File: config.mk
export PLATFORM = sky130hd
export DESIGN_NAME = regfile_access_ctrl
export DESIGN_NICKNAME = d
export VERILOG_FILES = /design/src/rtl/regfile_access_ctrl.sv
export SDC_FILE = /design/constraint.sdc
export NUM_CORES = 1
export LEC_CHECK = 0
export BUFFER_PORTS_ARGS = -buffer_cell sky130_fd_sc_hd__buf_2
export CORE_MARGIN = 2
export CORE_UTILIZATION = 62
export DETAILED_ROUTE_END_ITERATION = 10
export PLACE_DENSITY = 0.87
export SYNTH_ARGS = -nofsm -noshare
export SYNTH_HDL_FRONTEND = slang
export SYNTH_SLANG_ARGS = --single-unit
File: constraint.sdc
create_clock -name iClk -period 6.93 [get_ports iClk]
set_clock_uncertainty 0.2 [all_clocks]
set_input_delay 1.386 -clock iClk [delete_from_list [all_inputs] [get_ports iClk]]
set_output_delay 1.386 -clock iClk [all_outputs]
set_load 0.01 [all_outputs]
File: src/rtl/regfile_access_ctrl.sv
// Register-file front end: dual-source reads, in-order write-back buffer,
// read-side forwarding, and drain of buffered writes through RAM port A.
module regfile_access_ctrl #(
    parameter int DATA_WIDTH = 32,
    parameter int ADDR_WIDTH = 5,
    parameter int WB_DEPTH   = 4
) (
    input  logic                  iClk,
    input  logic                  iRst,
    input  logic                  iRdValid,
    output logic                  oRdReady,
    input  logic [ADDR_WIDTH-1:0] iRsAddr,
    input  logic [ADDR_WIDTH-1:0] iRtAddr,
    output logic                  oRdValid,
    output logic [DATA_WIDTH-1:0] oRsData,
    output logic [DATA_WIDTH-1:0] oRtData,
    input  logic                  iWbValid,
    input  logic [ADDR_WIDTH-1:0] iWbAddr,
    input  logic [DATA_WIDTH-1:0] iWbData,
    output logic                  oBusy,
    output logic [ADDR_WIDTH-1:0] oRamAddrA,
    output logic [DATA_WIDTH-1:0] oRamDataA,
    output logic                  oRamEnA,
    output logic                  oRamWeA,
    output logic [ADDR_WIDTH-1:0] oRamAddrB,
    output logic [DATA_WIDTH-1:0] oRamDataB,
    output logic                  oRamEnB,
    output logic                  oRamWeB,
    input  logic [DATA_WIDTH-1:0] iRamDataA,
    input  logic [DATA_WIDTH-1:0] iRamDataB
);

    localparam int PW = $clog2(WB_DEPTH);
    localparam int CW = $clog2(WB_DEPTH + 1);

    logic [ADDR_WIDTH-1:0] wb_addr_q [WB_DEPTH];
    logic [ADDR_WIDTH-1:0] wb_addr_d [WB_DEPTH];
    logic [DATA_WIDTH-1:0] wb_data_q [WB_DEPTH];
    logic [DATA_WIDTH-1:0] wb_data_d [WB_DEPTH];
    logic [PW-1:0]         rd_ptr_q, rd_ptr_d;
    logic [PW-1:0]         wr_ptr_q, wr_ptr_d;
    logic [CW-1:0]         count_q, count_d;

    logic                  rd_valid_q, rd_valid_d;
    logic                  rs_hit_q, rs_hit_d;
    logic                  rt_hit_q, rt_hit_d;
    logic                  rs_zero_q, rs_zero_d;
    logic                  rt_zero_q, rt_zero_d;
    logic [DATA_WIDTH-1:0] rs_fwd_q, rs_fwd_d;
    logic [DATA_WIDTH-1:0] rt_fwd_q, rt_fwd_d;

    logic                  rd_ready;
    logic                  rd_acc;
    logic                  drain;
    logic                  enq;

    // Reset gates both RAM accesses so discarded writes never reach the RAM.
    always_comb begin
        rd_ready = count_q < CW'(WB_DEPTH - 1);
        rd_acc   = iRdValid && rd_ready && !iRst;
        drain    = !rd_acc && (count_q != '0) && !iRst;
        enq      = iWbValid && (iWbAddr != '0);
    end

    always_comb begin
        wb_addr_d = wb_addr_q;
        wb_data_d = wb_data_q;
        wr_ptr_d  = wr_ptr_q;
        rd_ptr_d  = rd_ptr_q;
        count_d   = count_q;
        if (enq) begin
            wb_addr_d[wr_ptr_q] = iWbAddr;
            wb_data_d[wr_ptr_q] = iWbData;
            wr_ptr_d            = wr_ptr_q + PW'(1);
        end
        if (drain) begin
            rd_ptr_d = rd_ptr_q + PW'(1);
        end
        if (enq && !drain) begin
            count_d = count_q + CW'(1);
        end else if (!enq && drain) begin
            count_d = count_q - CW'(1);
        end
    end

    // Walk oldest to youngest so the last match wins; same-cycle write beats all.
    always_comb begin
        logic [PW-1:0] idx;
        idx       = '0;
        rs_hit_d  = 1'b0;
        rt_hit_d  = 1'b0;
        rs_fwd_d  = '0;
        rt_fwd_d  = '0;
        for (int k = 0; k < WB_DEPTH; k++) begin
            idx = rd_ptr_q + PW'(k);
            if (CW'(k) < count_q) begin
                if (wb_addr_q[idx] == iRsAddr) begin
                    rs_hit_d = 1'b1;
                    rs_fwd_d = wb_data_q[idx];
                end
                if (wb_addr_q[idx] == iRtAddr) begin
                    rt_hit_d = 1'b1;
                    rt_fwd_d = wb_data_q[idx];
                end
            end
        end
        if (enq && (iWbAddr == iRsAddr)) begin
            rs_hit_d = 1'b1;
            rs_fwd_d = iWbData;
        end
        if (enq && (iWbAddr == iRtAddr)) begin
            rt_hit_d = 1'b1;
            rt_fwd_d = iWbData;
        end
        rs_zero_d  = (iRsAddr == '0);
        rt_zero_d  = (iRtAddr == '0);
        rd_valid_d = rd_acc;
    end

    always_ff @(posedge iClk) begin
        wb_addr_q <= wb_addr_d;
        wb_data_q <= wb_data_d;
        if (iRst) begin
            rd_ptr_q   <= '0;
            wr_ptr_q   <= '0;
            count_q    <= '0;
            rd_valid_q <= 1'b0;
            rs_hit_q   <= 1'b0;
            rt_hit_q   <= 1'b0;
            rs_zero_q  <= 1'b0;
            rt_zero_q  <= 1'b0;
            rs_fwd_q   <= '0;
            rt_fwd_q   <= '0;
        end else begin
            rd_ptr_q   <= rd_ptr_d;
            wr_ptr_q   <= wr_ptr_d;
            count_q    <= count_d;
            rd_valid_q <= rd_valid_d;
            rs_hit_q   <= rs_hit_d;
            rt_hit_q   <= rt_hit_d;
            rs_zero_q  <= rs_zero_d;
            rt_zero_q  <= rt_zero_d;
            rs_fwd_q   <= rs_fwd_d;
            rt_fwd_q   <= rt_fwd_d;
        end
    end

    always_comb begin
        oRdReady  = rd_ready;
        oRdValid  = rd_valid_q;
        oBusy     = (count_q != '0);
        oRsData   = (!rd_valid_q || rs_zero_q) ? '0 :
                    (rs_hit_q ? rs_fwd_q : iRamDataA);
        oRtData   = (!rd_valid_q || rt_zero_q) ? '0 :
                    (rt_hit_q ? rt_fwd_q : iRamDataB);
        oRamEnA   = rd_acc || drain;
        oRamWeA   = drain;
        oRamAddrA = rd_acc ? iRsAddr :
                    (drain ? wb_addr_q[rd_ptr_q] : '0);
        oRamDataA = drain ? wb_data_q[rd_ptr_q] : '0;
        oRamEnB   = rd_acc;
        oRamWeB   = 1'b0;
        oRamAddrB = rd_acc ? iRtAddr : '0;
        oRamDataB = '0;
    end

endmodule
==> flow_metrics.py <==
metrics = {
    "clocking": {
        "cts_buffers": 24,
        "cts.path.max_buffers": 3,
        "path_clk_slew_ns": 0.06,
        "post_cts_resize_count": 0,
        "h-tree-depth": 1,
        "clock_sinks": 224,
        "cts-root-buf": "clkbuf_16",
        "clkLatencyLatePin_ns": 0.53,
        "tritoncts": "built",
        "cts_setup_buffers": 0,
        "holdBufCountCts": 0,
    },
    "floorplan": {
        "die_area_sq_um": 24600,
        "rows": 55,
        "start_util_pct": 63.7,
        "core_sq_um": 22800,
        "ioPinCount": 260,
        "die_y_um": 157,
        "die_x_um": 157,
    },
    "place": {
        "place_inst": 1624,
        "gp_congestion": 0.884,
        "hpwl_mm": 26.4,
        "io_buffers": 226,
    },
    "synth": {
        "syn_area_sq_um": 14500,
        "synthFlopType": "edfxtp_1",
        "synth-edff-count": 148,
        "yosysSeqAreaShare_pct": 41.1,
        "synthMuxAreaShare_pct": 26.7,
        "synth-compound-area-share_pct": 13.8,
        "yosys.area_share.simple_pct": 8.52,
        "postSynth.asyncResetShare_pct": 0,
        "synth_adder_area_share_pct": 0.776,
        "syn_inst": 1186,
        "synthXorXnorAreaFrac_pct": 3.44,
        "synth.distinct_cells": 42,
        "synth_top_family_by_area": "multiplexers",
        "ys_warn_count": 0,
        "ys_ff_latch": 224,
        "synth_area_per_cell_sq_um": 12.2,
    },
    "global_route": {
        "grt-ovfl-total": 0,
        "grt_pass1_wl_mm": 63.9,
        "grt_max_degree": 115,
        "grt_pass1_vias": 11600,
        "antenna_found_initial": 4,
        "track_usage_pct": 33.9,
    },
    "route": {
        "wl_mm": 43.0,
        "viasPerCell": 7.18,
        "drt-initial-drc-count": 1720,
        "drtPass1Iterations": 6,
        "ant_nets": 0,
        "drc_errors": 0,
        "wire_per_inst_um": 25.7,
        "via_count": 12000,
    },
    "power_and_ir_drop": {
        "finalPower_mw": 4.56,
        "p_int_mw": 2.99,
        "swShare_pct": 34.4,
        "power_switching_mw": 1.57,
        "pwr-share-comb_pct": 34.9,
        "power_leakage_nw": 5.57,
        "seqPwrFrac_pct": 35.8,
        "clockPowerShare_pct": 29.2,
        "vdd_ir_drop_max_mv": 0.213,
        "p_per_area_nw_per_um2": 277,
    },
    "timing": {
        "finalCritPeriodShare_pct": 75.3,
        "tns_ns": 0,
        "maxSlewHeadroom_pct": 16.3,
        "fmax_mhz": 192,
        "drv_slew": 0,
        "rsz0062_at_grt": "false",
        "tightest_slew_ns": 1.25,
        "setup_viol": 0,
        "hold_viol": 0,
        "fin_crit_ns": 5.22,
    },
    "cells_and_area": {
        "area_growth_pct": 13.3,
        "fin_cells": 1671,
        "utilization_pct": 72.2,
        "drive_above_1_share_pct": 32.8,
        "fill_cells": 1472,
        "final_net_count": 1461,
    },
    "critical_path": {
        "path_class": "flip-flop to output port",
        "cp_slowest_cell": "nor2_1",
        "path_buf_inv": 1,
        "r2r-end": "rt_fwd_q[31]",
        "startpoint_type": "flip-flop",
        "cp_data_arrival_time_ns": 3.63,
        "rr_startpoint": "rd_ptr_q[0]",
        "crit_fanout": 28,
        "end_kind": "output port",
        "ff2ff_setup_slack_ns": 2.56,
        "critical_path.max_stage_delay_ns": 0.95,
        "cp_top_family": "simple AND/OR/NAND/NOR gates",
        "crit_path_cell_trace": "a21oi_1 > nand2_1 > nor2_1 > a22o_1 > buf_2",
        "cp.required_ns": 5.34,
        "reg2reg_depth": 7,
    },
    "min_path": {
        "holdCritPathClass": "flip-flop to flip-flop",
        "hp-start": "wr_ptr_q[0]",
        "min_path_cells": 2,
        "whs_endpoint": "wr_ptr_q[0]",
    },
    "flow_run": {
        "drv_cap": 0,
    },
    "run_status": {
        "status": "complete, no violations",
    },
}
==> Yosys cell counts, types with 2 or more instances <==
master / n / area share (%)
a221oi_1: 34 / 2.1
mux4_2: 104 / 16
dfxtp_1: 76 / 10
or3b_2: 2 / 0.12
buf_4: 36 / 1.9
o32ai_1: 64 / 3.9
clkbuf_1: 68 / 1.8
ha_1: 9 / 0.78
mux2_2: 5 / 0.39
inv_1: 7 / 0.18
and2_1: 41 / 1.8
edfxtp_1: 148 / 31
buf_1: 15 / 0.39
and3_1: 24 / 1.0
buf_2: 33 / 1.1
a21oi_1: 6 / 0.21
nor2_1: 143 / 3.7
xnor2_1: 31 / 1.9
nand2b_1: 2 / 0.086
a21oi_2: 2 / 0.12
a221oi_2: 30 / 3.1
nor3b_1: 2 / 0.10
xor2_1: 26 / 1.6
buf_6: 4 / 0.31
nor2b_1: 9 / 0.39
a211oi_1: 8 / 0.41
a22o_1: 5 / 0.30
nand4_1: 7 / 0.30
mux2i_1: 147 / 10
a22oi_1: 64 / 3.3
nand2_1: 6 / 0.16
or3_1: 6 / 0.26
a41oi_1: 2 / 0.12
nand3_1: 4 / 0.14
or4_1: 3 / 0.16
nor3_1: 7 / 0.24
==> worst max path at each step <==
stage	cells after the start	slack, ns	startpoint	end
floorplan	6	2.82	iRst	oRamAddrA[3]
global placement	5	2.03	iRdValid	oRamAddrA[1]
detailed placement	5	1.97	iRdValid	oRamAddrA[3]
CTS	5	1.83	count_q[1]	oRamAddrA[3]
global route	5	1.67	count_q[2]	oRamAddrA[3]
finish	5	1.71	count_q[1]	oRamAddrA[3]
==> cell type report <==
type                       instances  area, sq um  area share (%)
inverter                           7         26.3           0.160
tap                              313          392            2.38
clock buffer                      35          694            4.22
sequential                       224         5980            36.3
timing repair buffer             249         1320            8.00
antenna                            3         7.51          0.0457
clock inverter                     9          116           0.708
multi-input combinational        831         7920            48.1
==> kinds of logic (layout without fill, tap and decap cells) <==
logic type                 count (synthesis)  count (layout)
and+or+nand+nor                          257             257
muxes                                    256             256
DFF                                      224             224
AOI/OAI and AO/OA                        219             219
buffers and inverters                    163             300
xor gates and xnor gates                  57              57
adders and majority gates                  9               9
other                                      1              36
==> worst reg2reg max path, cell delays in order (launching register included) <==
cell and delay (ns):
dfxtp_4 0.83, mux4_2 0.74, xnor2_1 0.19, nand4_1 0.16, or3_1 0.46, a21oi_4 0.95
a221oi_1 0.24, o32ai_1 0.45
==> stage by stage <==
step / cell area (sq um) / hold slack [ns] / worst slack, ns
after CTS: 16400 / 0.410 / 1.83
final: 16400 / 0.414 / 1.71
after floorplan: 14600 / 0.321 / 2.82
after global placement: 15600 / 0.361 / 2.03
after global routing: 16400 / 0.439 / 1.67
after detailed placement: 15600 / 0.376 / 1.97
==> routing by layer <==
metal	vias up	track usage (%)	wire, um	part of all wire [%]
met5	-	0	13	0.030
met4	2	17.0	2180	5.1
met3	232	8.18	5610	13
met2	1042	55.3	20400	47
met1	5767	42.5	14800	34
li1	4953	-	-	-
==> sequential cells by signal (all words and copies together), names as in the netlist <==
name / cells
wb_data_q: 128
rs_fwd_q: 32
rt_fwd_q: 32
wb_addr_q: 20
count_q: 3
rd_ptr_q: 2
wr_ptr_q: 2
oRdValid: 1
rs_hit_q: 1
rs_zero_q: 1
rt_hit_q: 1
rt_zero_q: 1
==> placed cells by master (no fill, tap or decap), drive strengths merged, types with 41 or more instances in the layout <==
master and n:
o32ai 64, mux2i 147, mux4 104, dfxtp 76, edfxtp 148, buf 249, nor2 143, and2 41
a221oi 64, a22oi 64
==> power by group through the flow <==
stage          registers (mW)  clock network, mW  logic [mW]
2_1_floorplan            1.57                  0        1.21
3_3_place_gp             1.65                  0        1.52
3_5_place_dp             1.66                  0        1.55
4_1_cts                  1.63               1.33        1.57
5_1_grt                  1.65               1.38        1.69
6_report                 1.64               1.33        1.59
Note: power is estimated with default switching activity, not from simulation.
